`config.mk`:
```
export PLATFORM = sky130hd
export DESIGN_NAME = grostl_control_serial_m_flat
export DESIGN_NICKNAME = d
export VERILOG_FILES = /design/src/rtl/grostl_control_serial_m_if.sv /design/src/rtl/grostl_control_serial_m.sv /design/src/flat_wrapper.sv
export SDC_FILE = /design/constraint.sdc
export NUM_CORES = 1
export LEC_CHECK = 0
export ABC_AREA = 1
export BUFFER_PORTS_ARGS = -buffer_cell sky130_fd_sc_hd__clkbuf_2
export CORE_MARGIN = 4
export CORE_UTILIZATION = 40
export DETAILED_ROUTE_END_ITERATION = 12
export GPL_ROUTABILITY_DRIVEN = 0
export PLACE_DENSITY_LB_ADDON = 0.2
export SYNTH_ARGS = -nofsm -noshare
export SYNTH_HDL_FRONTEND = slang
export SYNTH_SLANG_ARGS = --single-unit
export TNS_END_PERCENT = 10
```
`constraint.sdc`:
```
create_clock -name clk -period 2.5 [get_ports clk]
set_input_delay 0.5 -clock clk [delete_from_list [all_inputs] [get_ports clk]]
set_output_delay 0.5 -clock clk [all_outputs]
set_load 0.01 [all_outputs]
```
`src/rtl/grostl_control_serial_m_if.sv`:
```
// Control bus between the Grostl-256 compression sequencer and the rest of the
// hashing core.
//   start  : compression request from the hashing top level
//   busy   : sequencer is in a non-IDLE state
//   done   : one-cycle pulse; datapath output valid until the next start
//   wr_m   : message/state register write enable
//   wr_h   : chaining register write enable
//   sel_m  : 00 masked load, 01 round output, 10 m^h
//   sel_h  : 0 h_in, 1 m^h
//   sel_d  : 1 shifted state (column 0), 0 unshifted state
//   sel_pq : 0 = P, 1 = Q
//   rnd    : round number
//   col    : column index
// Modport master belongs to the sequencer. Modport slave belongs to the top
// level and datapath side that consumes the controls.
interface grostl_control_serial_m_if;
  logic       start;
  logic       busy;
  logic       done;
  logic       wr_m;
  logic       wr_h;
  logic [1:0] sel_m;
  logic       sel_h;
  logic       sel_d;
  logic       sel_pq;
  logic [3:0] rnd;
  logic [2:0] col;

  modport master (
    input  start,
    output busy, done, wr_m, wr_h, sel_m, sel_h, sel_d, sel_pq, rnd, col
  );

  modport slave (
    output start,
    input  busy, done, wr_m, wr_h, sel_m, sel_h, sel_d, sel_pq, rnd, col
  );
endinterface

```
`src/rtl/grostl_control_serial_m.sv`:
```
// Sequencer for the masked, column-serial Grostl-256 compression datapath.
// The datapath computes f(h,m) = P(h^m) ^ Q(m) ^ h on one shared P/Q
// permutation. All datapath controls are decoded as Moore outputs from the
// registered state.
// Ports:
//   clk   : rising-edge clock
//   rst_n : asynchronous active-low reset
//   bus   : control bus (master modport), see grostl_control_serial_m_if
//
// state  | meaning
// IDLE   | waiting for start; done pulses here for one cycle after FOLD_Q
// LOAD_P | load masked m into state register, h_in into chaining register
// XOR    | state <= m ^ h
// RUN_P  | P permutation, 2 cycles per column, 8 columns per round
// FOLD_P | h <= P(h^m) ^ h
// LOAD_Q | reload masked m into state register
// RUN_Q  | Q permutation, same schedule as RUN_P
// FOLD_Q | fold Q(m) into h; output becomes valid
module grostl_control_serial_m #(
  parameter int ROUNDS = 10
) (
  input  logic                       clk,
  input  logic                       rst_n,
  grostl_control_serial_m_if.master  bus
);

  typedef enum logic [2:0] {
    IDLE   = 3'd0,
    LOAD_P = 3'd1,
    XOR_S  = 3'd2,
    RUN_P  = 3'd3,
    FOLD_P = 3'd4,
    LOAD_Q = 3'd5,
    RUN_Q  = 3'd6,
    FOLD_Q = 3'd7
  } state_t;

  localparam logic [3:0] LAST_RND = 4'(ROUNDS - 1);

  state_t     state_q, state_d;
  logic       ph_q, ph_d;
  logic [2:0] col_q, col_d;
  logic [3:0] rnd_q, rnd_d;
  logic       done_q, done_d;

  logic       wr_m, wr_h, sel_h, sel_d, sel_pq;
  logic [1:0] sel_m;

  always_ff @(posedge clk or negedge rst_n) begin
    if (!rst_n) begin
      state_q <= IDLE;
      ph_q    <= 1'b0;
      col_q   <= 3'd0;
      rnd_q   <= 4'd0;
      done_q  <= 1'b0;
    end else begin
      state_q <= state_d;
      ph_q    <= ph_d;
      col_q   <= col_d;
      rnd_q   <= rnd_d;
      done_q  <= done_d;
    end
  end

  always_comb begin
    state_d = state_q;
    ph_d    = ph_q;
    col_d   = col_q;
    rnd_d   = rnd_q;
    done_d  = 1'b0;
    wr_m    = 1'b0;
    wr_h    = 1'b0;
    sel_m   = 2'b10;
    sel_h   = 1'b1;
    sel_d   = 1'b0;
    sel_pq  = 1'b0;

    unique case (state_q)
      IDLE: begin
        if (bus.start) state_d = LOAD_P;
      end
      LOAD_P: begin
        // sel_m=00 also makes the datapath capture fresh masks
        wr_m    = 1'b1;
        sel_m   = 2'b00;
        wr_h    = 1'b1;
        sel_h   = 1'b0;
        state_d = XOR_S;
      end
      XOR_S: begin
        wr_m    = 1'b1;
        state_d = RUN_P;
        ph_d    = 1'b0;
        col_d   = 3'd0;
        rnd_d   = 4'd0;
      end
      RUN_P, RUN_Q: begin
        sel_pq = (state_q == RUN_Q);
        if (!ph_q) begin
          sel_d = (col_q == 3'd0);
          ph_d  = 1'b1;
        end else begin
          wr_m  = 1'b1;
          sel_m = 2'b01;
          ph_d  = 1'b0;
          col_d = col_q + 3'd1;
          if (col_q == 3'd7) begin
            if (rnd_q == LAST_RND) begin
              // counters return to 0 so col/rnd read 0 outside RUN states
              state_d = (state_q == RUN_P) ? FOLD_P : FOLD_Q;
              rnd_d   = 4'd0;
            end else begin
              rnd_d = rnd_q + 4'd1;
            end
          end
        end
      end
      FOLD_P: begin
        wr_h    = 1'b1;
        state_d = LOAD_Q;
      end
      LOAD_Q: begin
        wr_m    = 1'b1;
        sel_m   = 2'b00;
        state_d = RUN_Q;
        ph_d    = 1'b0;
        col_d   = 3'd0;
        rnd_d   = 4'd0;
      end
      FOLD_Q: begin
        wr_m    = 1'b1;
        wr_h    = 1'b1;
        done_d  = 1'b1;
        state_d = IDLE;
      end
      default: state_d = IDLE;
    endcase
  end

  assign bus.busy   = (state_q != IDLE);
  assign bus.done   = done_q;
  assign bus.wr_m   = wr_m;
  assign bus.wr_h   = wr_h;
  assign bus.sel_m  = sel_m;
  assign bus.sel_h  = sel_h;
  assign bus.sel_d  = sel_d;
  assign bus.sel_pq = sel_pq;
  assign bus.rnd    = rnd_q;
  assign bus.col    = col_q;

endmodule
```
`src/flat_wrapper.sv`:
```
// flat-port wrapper written by rule: the top's interface ports become plain ports
module grostl_control_serial_m_flat 
#(
  parameter int ROUNDS = 10
)
  (clk, rst_n, bus_start, bus_busy, bus_done, bus_wr_m, bus_wr_h, bus_sel_m, bus_sel_h, bus_sel_d, bus_sel_pq, bus_rnd, bus_col);
  grostl_control_serial_m_if bus_i ();
  input  logic clk;
  input  logic rst_n;
  input wire logic [$bits(bus_i.start)-1:0] bus_start;
  output wire logic [$bits(bus_i.busy)-1:0] bus_busy;
  output wire logic [$bits(bus_i.done)-1:0] bus_done;
  output wire logic [$bits(bus_i.wr_m)-1:0] bus_wr_m;
  output wire logic [$bits(bus_i.wr_h)-1:0] bus_wr_h;
  output wire logic [$bits(bus_i.sel_m)-1:0] bus_sel_m;
  output wire logic [$bits(bus_i.sel_h)-1:0] bus_sel_h;
  output wire logic [$bits(bus_i.sel_d)-1:0] bus_sel_d;
  output wire logic [$bits(bus_i.sel_pq)-1:0] bus_sel_pq;
  output wire logic [$bits(bus_i.rnd)-1:0] bus_rnd;
  output wire logic [$bits(bus_i.col)-1:0] bus_col;
  assign bus_i.start = bus_start;
  assign bus_busy = bus_i.busy;
  assign bus_done = bus_i.done;
  assign bus_wr_m = bus_i.wr_m;
  assign bus_wr_h = bus_i.wr_h;
  assign bus_sel_m = bus_i.sel_m;
  assign bus_sel_h = bus_i.sel_h;
  assign bus_sel_d = bus_i.sel_d;
  assign bus_sel_pq = bus_i.sel_pq;
  assign bus_rnd = bus_i.rnd;
  assign bus_col = bus_i.col;
  grostl_control_serial_m #(.ROUNDS(ROUNDS)) u_core (.clk(clk), .rst_n(rst_n), .bus(bus_i));
endmodule
```
==> flow_metrics.py, run 1 <==
metrics = {
    "layout": {
        "drive_above_1_share_pct": 25.8,
        "area_growth_syn_to_layout_pct": 18.9,
        "layout_commonest_cell": "nand2_1",
        "final_area_um2": 907,
        "regArea_um2": 300,
        "layout_common_cells": "nand2_1 (30), clkbuf_2 (18), inv_1 (14)",
        "nFillCells": 195,
        "stdcell_count": 149,
        "multi_input_area_um2": 398,
        "num_antenna_cells": 0,
        "layout.nets": 134,
    },
    "critical_path": {
        "arrival_ns": 1.42,
        "r2r-start": "u_core.bus.rnd[0]",
        "r2r-end": "u_core.state_q[2]",
        "rrSetupSlack_ns": 1.10,
        "cp.required_ns": 2.00,
        "endpoint_kind": "primary output",
        "reg2reg_depth": 7,
        "cp-start-kind": "register",
        "critPathMaxFanout": 6,
        "crit_type": "register to primary output",
    },
    "detailed_routing": {
        "first_pass_iters": 4,
        "detail_route.vias_per_cell": 4.68,
        "first_iter_violations": 5,
        "wl_um": 1490,
        "drc": 0,
        "wl_per_cell_um": 10.0,
        "ant_nets": 0,
        "via_count": 697,
    },
    "timing": {
        "max_slew_margin_pct": 79.4,
        "maxSlewViolCount": 0,
        "finalSetupViolCount": 0,
        "finalCritPeriodShare_pct": 76.7,
        "layout_min_cycle_time_ns": 1.92,
        "rsz0062_at_grt": "no",
        "tns_ns": 0,
        "worst_slew_pin_slew_ns": 0.309,
        "fin_skew_ns": 0.00164,
        "whs_ns": 0.105,
        "hold_violations": 0,
        "fmax_ghz": 0.521,
    },
    "floorplanning": {
        "design.die.area_mm2": 0.00267,
        "die_w_um": 51.7,
        "ios": 19,
        "std_cell_rows": 15,
        "start_util_pct": 43.3,
        "die_h_um": 51.7,
        "core_mm2": 0.00176,
    },
    "place": {
        "place_hpwl_um": 1240,
        "port_buffers": 18,
        "dpl.cell_count": 146,
        "place_area_um2": 885,
    },
    "clock_network": {
        "cts_hold_buf": 0,
        "cts.sinks": 12,
        "cts_tree": "yes",
        "path_clk_slew_ns": 0.07,
        "cts_root_buf": "clkbuf_4",
        "numCtsBuffers": 3,
        "clk_latency_ns": 0.27,
        "htree_levels": 1,
        "cts_setup_buffers": 0,
        "cts.repair.resized": 0,
        "clockBufferDepth": 2,
    },
    "run_status": {
        "status": "complete, no violations",
    },
    "global_routing": {
        "grt_max_degree": 13,
        "grt_pass1_vias": 641,
        "grtUsageMet3_pct": 5.44,
        "grtUsageMet1_pct": 17.7,
        "grt_use_total_pct": 13.7,
        "grt.busiest_layer": "met2",
        "grt_pass1_wl_um": 2730,
        "use_met2_pct": 21.6,
        "antenna_found_initial": 0,
        "grt-ovfl-total": 0,
    },
    "synthesis": {
        "syn_avg_cell_area_um2": 7.41,
        "syn_inst": 103,
        "ys_warn_count": 0,
        "syn_nets": 111,
        "ys_seq_area_share_pct": 39.3,
        "synth_seq_cells": 12,
        "synth.distinct_cells": 18,
        "netlist_area_um2": 763,
    },
    "pwr": {
        "p_per_area_mw_per_mm2": 348,
        "power.total_w": 0.000316,
        "vdd_ir_drop_max_mv": 0.260,
        "p_leak_nw": 0.538,
    },
    "job": {
        "cap_violations": 0,
    },
    "hold_path": {
        "hp-class": "input port to async pin",
    },
}
[worst max-delay path by stage]
stage,from,end,cells after the start
finish,u_core.state_q[0],bus_sel_m[1],7
global route,u_core.state_q[0],bus_sel_m[1],7
CTS,u_core.state_q[0],bus_sel_m[1],7
detailed placement,u_core.state_q[0],bus_sel_m[1],7
global placement,u_core.state_q[0],bus_sel_m[1],7
floorplan,u_core.state_q[0],bus_sel_m[1],6
[critical path, stage by stage (launching register included)]
cell and delay, ns:
dfrtp_1 0.46, inv_2 0.08, nand3_1 0.12, o21ai_2 0.10
nand2_4 0.08, clkinv_2 0.08, nor2_1 0.10, clkbuf_2 0.14
[synth_stat cells]
cell type / n / area (um^2)
nand3_1: 9 / 45.0
nand2_1: 30 / 113
nand4_1: 1 / 6.26
nor2_1: 8 / 30.0
o2111ai_1: 1 / 8.76
a21oi_1: 1 / 5.00
inv_2: 2 / 7.51
ha_1: 5 / 62.6
inv_1: 14 / 52.6
dfrtp_1: 12 / 300
or2_1: 1 / 6.26
o21ai_2: 1 / 8.76
clkinv_2: 1 / 5.00
o21ai_1: 5 / 25.0
xor2_1: 1 / 8.76
nand2_2: 4 / 25.0
nand2_4: 3 / 33.8
o21ai_0: 4 / 20.0
[logic make-up (layout without fill, tap and decap cells)]
group / count (synthesis) / count (layout) / synth area share (%)
and+or+nand+nor: 56 / 56 / 33.9
buffers and inverters: 17 / 38 / 8.52
AOI/OAI and AO/OA: 12 / 12 / 8.85
DFF: 12 / 12 / 39.3
adders and majority gates: 5 / 5 / 8.20
xor gates and xnor gates: 1 / 1 / 1.15
[power by group]
| group | switching, W | internal (W) |
|---|---|---|
| Combinational | 0.00000386 | 0.00000109 |
| Sequential | 0 | 0.000194 |
| Clock | 0.0000611 | 0.0000557 |
[stage by stage]
step	util, %	setup slack, ns
2_1_floorplan	-	1.01
4_1_cts	51.4	0.570
6_report	51.4	0.582
3_5_place_dp	50.1	0.881
3_3_place_gp	50.1	0.897
5_1_grt	51.4	0.446
[sequential cells by signal, indices dropped and copies added (netlist names)]
register         cells
u_core.bus.rnd       4
u_core.bus.col       3
u_core.state_q       3
u_core.bus.done      1
u_core.ph_q          1
[layout make-up]
| class | count | area share (%) |
|---|---|---|
| multi-input combinational | 74 | 43.9 |
| sequential | 12 | 33.1 |
| timing repair buffer | 18 | 9.93 |
| inverter | 17 | 7.17 |
| tap | 25 | 3.45 |
| clock buffer | 3 | 2.48 |
[routing by layer]
metal	share of wire [%]	vias up
met5	0	-
met4	0.40	0
met3	6.5	2
met2	46	21
met1	47	306
li1	-	368
Power figures use the tool's default switching activity.
==> run 2: changes to the inputs <==
--- a/config.mk
+++ b/config.mk
@@ -5,7 +5,7 @@
 export SDC_FILE = /design/constraint.sdc
 export NUM_CORES = 1
 export LEC_CHECK = 0
-export ABC_AREA = 1
+export ABC_AREA = 0
 export BUFFER_PORTS_ARGS = -buffer_cell sky130_fd_sc_hd__clkbuf_2
 export CORE_MARGIN = 4
 export CORE_UTILIZATION = 40
==> constraint.sdc (replaced) <==
create_clock -name clk -period 1.8 [get_ports clk]
set_input_delay 0.36 -clock clk [delete_from_list [all_inputs] [get_ports clk]]
set_output_delay 0.36 -clock clk [all_outputs]
set_load 0.01 [all_outputs]
==> flow_metrics.py, run 2 <==
metrics = {
    "global_routing": {
        "grt_use_total_pct": 14.5,
        "grt-ovfl-total": 0,
        "grt_max_degree": 13,
        "antenna_found_initial": 0,
        "grt_pass1_wl_um": 3060,
        "grt_pass1_vias": 717,
    },
    "critical_path": {
        "cp-start-kind": "register",
        "critPathMaxFanout": 10,
        "r2r-end": "u_core.bus.col[2]",
        "crit_path_max_incr_delay_ns": 0.48,
        "crit_type": "register to primary output",
        "slowest_stage": "dfrtp_2",
        "r2r-start": "u_core.bus.col[0]",
        "cp_top_family": "flip-flops",
        "reg2reg_depth": 6,
        "arrival_ns": 1.38,
        "cp_cell_sequence": "nand2b_1 > nor4b_1 > buf_2",
        "path_buf_inv": 1,
        "rrSetupSlack_ns": 0.17,
        "endpoint_kind": "primary output",
        "cp.required_ns": 1.44,
    },
    "layout": {
        "multi_input_area_um2": 485,
        "largest_register_ffs": 4,
        "nFillCells": 213,
        "drive_above_1_share_pct": 35.0,
        "area_growth_syn_to_layout_pct": 24.9,
        "fin_util_pct": 53.3,
        "regArea_um2": 305,
        "layout_commonest_cell": "clkbuf_2",
        "layout.nets": 129,
        "layout_common_cells": "clkbuf_2 (17), buf_4 (11), dfrtp_1 (8)",
        "num_antenna_cells": 0,
    },
    "synthesis": {
        "netlist_area_um2": 853,
        "synth_edf_count": 0,
        "synth_top_family_by_area": "simple AND/OR/NAND/NOR gates",
        "yosys.area_share.adder_pct": 10.9,
        "synth.area.mux_share_pct": 0,
        "synth.top_cells.by_area": "dfrtp_1 (35%), ha_1 (7.3%), o21ai_0 (4.1%)",
        "syn_avg_cell_area_um2": 9.18,
        "ys_warn_count": 0,
        "synth_xor_area_share_pct": 3.08,
        "syn_inst": 93,
        "synth-simple-area-share_pct": 21.7,
        "synth_flop_cell": "dfrtp_1",
        "synth_compound_area_share_pct": 21.3,
        "synth_top_area_share_pct": 35.2,
        "synth_async_sr_flop_share_pct": 100,
        "syn_nets": 101,
        "ys_seq_area_share_pct": 35.2,
        "synth_seq_cells": 12,
        "synth.distinct_cells": 35,
        "synth_common_cells": "dfrtp_1 (12), nand2_1 (7), nor2_1 (7), o21ai_0 (7), a21oi_1 (6)",
        "yosysMostFrequentCell": "dfrtp_1",
        "yosysTopAreaCell": "dfrtp_1",
    },
    "detailed_routing": {
        "ant_nets": 0,
        "first_pass_iters": 4,
        "drc": 0,
        "first_iter_violations": 20,
        "via_count": 762,
        "wl_per_cell_um": 12.6,
        "detail_route.vias_per_cell": 5.18,
        "wl_um": 1860,
    },
    "timing": {
        "finalCritPeriodShare_pct": 96.7,
        "maxSlewViolCount": 0,
        "fmax_ghz": 0.575,
        "layout_min_cycle_time_ns": 1.74,
        "fin_skew_ns": 0.00593,
        "worst_slew_pin_slew_ns": 0.330,
        "max_slew_margin_pct": 77.9,
        "finalSetupViolCount": 0,
        "hold_violations": 0,
        "rsz0062_at_grt": "no",
        "tns_ns": 0,
    },
    "place": {
        "port_buffers": 18,
        "place_hpwl_um": 1340,
    },
    "floorplanning": {
        "start_util_pct": 42.6,
        "die_w_um": 54.2,
        "die_h_um": 54.2,
        "design.die.area_mm2": 0.00294,
        "ios": 19,
        "std_cell_rows": 16,
        "core_mm2": 0.00200,
    },
    "hold_path": {
        "min_to": "u_core.state_q[0]",
        "min_delay_path_depth": 3,
        "holdCritStartpoint": "bus_start",
        "hp-class": "input port to register",
    },
    "job": {
        "cap_violations": 0,
    },
    "pwr": {
        "vdd_ir_drop_max_mv": 0.852,
        "p_leak_nw": 0.485,
        "p_per_area_mw_per_mm2": 1760,
    },
    "clock_network": {
        "htree_levels": 1,
        "clockBufferDepth": 2,
        "cts_root_buf": "clkbuf_4",
        "cts.sinks": 12,
        "clk_latency_ns": 0.28,
        "path_clk_slew_ns": 0.08,
        "numCtsBuffers": 3,
        "cts_tree": "yes",
    },
    "run_status": {
        "status": "complete, no violations",
    },
}
==> run 2: cell types whose count changed in the layout (fill, tap and decap cells not counted), moves of 3 or more <==
cell | previous run | this run
maj3_1 | 0 | 3
nand2_2 | 4 | 0
dfrtp_2 | 0 | 4
a21oi_1 | 1 | 6
nand2_1 | 30 | 7
nand3_1 | 9 | 4
buf_4 | 0 | 11
nand2_4 | 3 | 0
nand2b_1 | 0 | 4
dfrtp_1 | 12 | 8
inv_1 | 14 | 5
==> run 2: layout make-up <==
cell class,instances,share of cell area (%)
Clock buffer,4,3.40
Inverter,6,2.11
Multi-Input combinational cell,68,45.5
Sequential cell,12,28.6
Tap cell,27,3.17
Timing Repair Buffer,30,17.1
==> run 2: worst max path at each step <==
stage | start | end | slack (ns) | depth (start not counted)
2_1_floorplan | u_core.state_q[2] | bus_sel_d | 0.17 | 4
3_3_place_gp | u_core.bus.col[0] | u_core.bus.col[2] | 0.19 | 6
5_1_grt | u_core.state_q[2] | bus_wr_m | 0.0003 | 4
3_5_place_dp | u_core.bus.col[0] | u_core.bus.col[2] | 0.18 | 6
6_report | u_core.ph_q | bus_sel_d | 0.06 | 3
4_1_cts | u_core.state_q[0] | bus_busy | 0.004 | 3
==> run 2: kinds of logic (layout without fill, tap and decap cells) <==
| kind of cell | after synthesis | after routing |
|---|---|---|
| simple gates | 32 | 32 |
| compound gates | 25 | 25 |
| xor+xnor | 3 | 3 |
| buf+inv | 13 | 40 |
| flops | 12 | 12 |
| fa+ha+maj | 8 | 8 |
==> run 2: report_power, final <==
group / switching, W / total, W / internal (W)
Clock: 0.0000947 / 0.000218 / 0.000123
Combinational: 0.000571 / 0.00113 / 0.000555
Sequential: 0.000150 / 0.000529 / 0.000379
==> run 2: tightest hold or removal path, stage by stage <==
cell	delay, ns
clkbuf_2	0.07
or3_1	0.08
o311a_1	0.14
==> run 2: metal layers <==
metal  share of wire, %  vias to the layer above  global-route usage (%)
li1                   -                      385                       -
met3                5.4                        2                    4.43
met1                 51                      357                    19.5
met2                 43                       18                    21.9
met5                  0                        -                       0
met4               0.65                        0                    4.98
==> run 2: through the flow <==
step	power [W]	hold WS (ns)	std cells	setup WS [ns]	instance area [um^2]
4_1_cts	0.00181	0.416	143	0.00432	1030
5_1_grt	0.00203	0.433	147	0.000318	1070
3_5_place_dp	0.00158	0.265	138	0.177	985
6_report	0.00187	0.410	147	0.0594	1070
3_3_place_gp	0.00156	0.263	138	0.193	985
2_1_floorplan	0.00128	0.0644	93	0.170	853
==> run 2: what timing repair did <==
action	in CTS	in global routing
hold endpoints to repair	12	0
endpoints found under the setup margin	1	4
setup buffers	0	4
pin swaps	0	0
hold buffers	1	0
resized for setup	2	4
==> run 3: changes to the inputs <==
--- a/config.mk
+++ b/config.mk
@@ -11,6 +11,7 @@
 export CORE_UTILIZATION = 40
 export DETAILED_ROUTE_END_ITERATION = 12
 export GPL_ROUTABILITY_DRIVEN = 0
+export GPL_TIMING_DRIVEN = 0
 export PLACE_DENSITY_LB_ADDON = 0.2
 export SYNTH_ARGS = -nofsm -noshare
 export SYNTH_HDL_FRONTEND = slang
==> constraint.sdc (replaced) <==
create_clock -name clk -period 2.22 [get_ports clk]
set_input_delay 0.444 -clock clk [delete_from_list [all_inputs] [get_ports clk]]
set_output_delay 0.444 -clock clk [all_outputs]
set_load 0.01 [all_outputs]
==> flow_metrics.py, run 3 (synthesis gave the netlist of run 2 again) <==
metrics = {
    "detailed_routing": {
        "detail_route.vias_per_cell": 5.24,
        "wl_per_cell_um": 12.6,
        "via_count": 739,
        "wl_met3_um": 96,
        "top_layer_used": "met4",
        "wl_met1_um": 846,
        "drc": 0,
        "wl_met2_um": 797,
        "first_pass_iters": 4,
        "first_iter_violations": 11,
        "ant_nets": 0,
        "wl_um": 1780,
    },
    "critical_path": {
        "cp-start-kind": "register",
        "cp.required_ns": 1.78,
        "reg2reg_depth": 6,
        "r2r-end": "u_core.bus.col[2]",
        "critPathMaxFanout": 10,
        "rrSetupSlack_ns": 0.57,
        "r2r-start": "u_core.bus.col[0]",
        "arrival_ns": 1.60,
        "crit_type": "register to primary output",
        "endpoint_kind": "primary output",
    },
    "layout": {
        "area_growth_syn_to_layout_pct": 18.3,
        "num_antenna_cells": 0,
        "layout_common_cells": "clkbuf_2 (18), dfrtp_1 (12), nand2_1 (7), nor2_1 (7), o21ai_0 (7)",
        "layout_commonest_cell": "clkbuf_2",
        "largest_register_ffs": 4,
        "layout.nets": 123,
        "drive_above_1_share_pct": 28.9,
        "final_area_mm2": 0.00101,
    },
    "place": {
        "port_buffers": 18,
        "place_hpwl_um": 1310,
        "place_area_um2": 977,
    },
    "timing": {
        "fin_skew_ns": 0.00505,
        "layout_min_cycle_time_ns": 2.05,
        "fmax_ghz": 0.489,
        "worst_slew_pin_slew_ns": 0.327,
        "finalSetupViolCount": 0,
        "finalCritPeriodShare_pct": 92.2,
        "max_slew_margin_pct": 78.2,
        "maxSlewViolCount": 0,
        "rsz0062_at_grt": "no",
        "tns_ns": 0,
        "hold_violations": 0,
    },
    "clock_network": {
        "path_clk_slew_ns": 0.08,
        "clk_latency_ns": 0.28,
        "cts_root_buf": "clkbuf_4",
        "numCtsBuffers": 3,
        "cts.repair.resized": 0,
        "cts.sinks": 12,
        "htree_levels": 1,
        "cts_tree": "yes",
        "clockBufferDepth": 2,
    },
    "global_routing": {
        "grt-ovfl-total": 0,
        "grt_max_degree": 13,
        "grt_pass1_vias": 674,
        "antenna_found_initial": 0,
        "grt_pass1_wl_um": 2970,
        "grt_use_total_pct": 14.3,
    },
    "floorplanning": {
        "start_util_pct": 42.6,
        "ios": 19,
        "die_w_um": 54.2,
        "core_mm2": 0.00200,
        "std_cell_rows": 16,
        "die_h_um": 54.2,
        "design.die.area_mm2": 0.00294,
    },
    "pwr": {
        "combPwrFrac_pct": 61.0,
        "internal-power_w": 0.000807,
        "p_switching_w": 0.000641,
        "power_frac_clock_pct": 12.4,
        "switching_share_pct": 44.3,
        "p_leak_nw": 0.459,
        "p_per_area_mw_per_mm2": 1430,
        "seqPwrFrac_pct": 26.6,
        "vdd_ir_drop_max_mv": 0.620,
    },
    "run_status": {
        "status": "complete, no violations",
    },
    "job": {
        "cap_violations": 0,
    },
    "hold_path": {
        "hp-class": "input port to async pin",
    },
}
-- run 3: changes by cell type in the layout (fill, tap and decap cells not counted) --
cell	delta
o21ai_0	+1
buf_6	+1
buf_4	-9
buf_2	+2
dfrtp_2	-4
clkbuf_2	+1
dlygate4sd3_1	-1
o21ai_1	-1
dfrtp_1	+4
-- run 3: stage by stage --
step	setup slack (ns)	hold WS, ns	cells	utilization [%]	power, W
3_5_place_dp	0.450	0.353	138	48.8	0.00129
6_report	0.174	0.0433	141	50.4	0.00145
3_3_place_gp	0.467	0.352	138	48.8	0.00126
2_1_floorplan	0.506	0.148	93	-	0.00104
5_1_grt	0.0634	0.0640	141	50.4	0.00160
4_1_cts	0.133	0.0473	142	50.6	0.00147
-- run 3: critical path, stage by stage, from the launching register on --
cell and delay, ns:
dfrtp_1 0.36, buf_2 0.17, buf_4 0.18, xnor2_1 0.14, nor4b_1 0.29, clkbuf_2 0.18
-- run 3: cell type report --
cell class	instances	area (um^2)
plain buffers	6	41.3
clock buffers	4	36.3
fillers	202	992
inverters	6	22.5
multi-input cells	68	485
flip-flops and latches	12	300
well taps	27	33.8
repair buffers	18	90.1
-- run 3: timing repair --
item,in CTS,in global routing
setup endpoints to repair,0,1
hold buffers,0,0
buffers inserted,0,0
-- run 3: worst max-delay path by stage --
stage / to / slack (ns) / cells past startpoint / from
global route: bus_sel_d / 0.06 / 5 / u_core.state_q[2]
detailed placement: bus_wr_h / 0.45 / 5 / u_core.state_q[1]
finish: bus_sel_d / 0.17 / 5 / u_core.state_q[2]
CTS: bus_wr_h / 0.13 / 5 / u_core.state_q[1]
floorplan: bus_sel_d / 0.51 / 4 / u_core.state_q[2]
global placement: bus_sel_d / 0.47 / 5 / u_core.state_q[2]
-- run 3: power groups by stage --
stage | combinational (W) | clock [W] | sequential [W]
2_1_floorplan | 0.000641 | 0 | 0.000401
3_3_place_gp | 0.000878 | 0 | 0.000386
3_5_place_dp | 0.000894 | 0 | 0.000392
4_1_cts | 0.000899 | 0.000184 | 0.000388
5_1_grt | 0.00101 | 0.000193 | 0.000399
6_report | 0.000883 | 0.000180 | 0.000386
-- run 3: routing by layer --
layer  vias to the layer above  GRT usage (%)
met5                         -              0
met4                         0           7.47
met1                       340           19.2
li1                        373              -
met2                        22           21.3
met3                         4           2.77
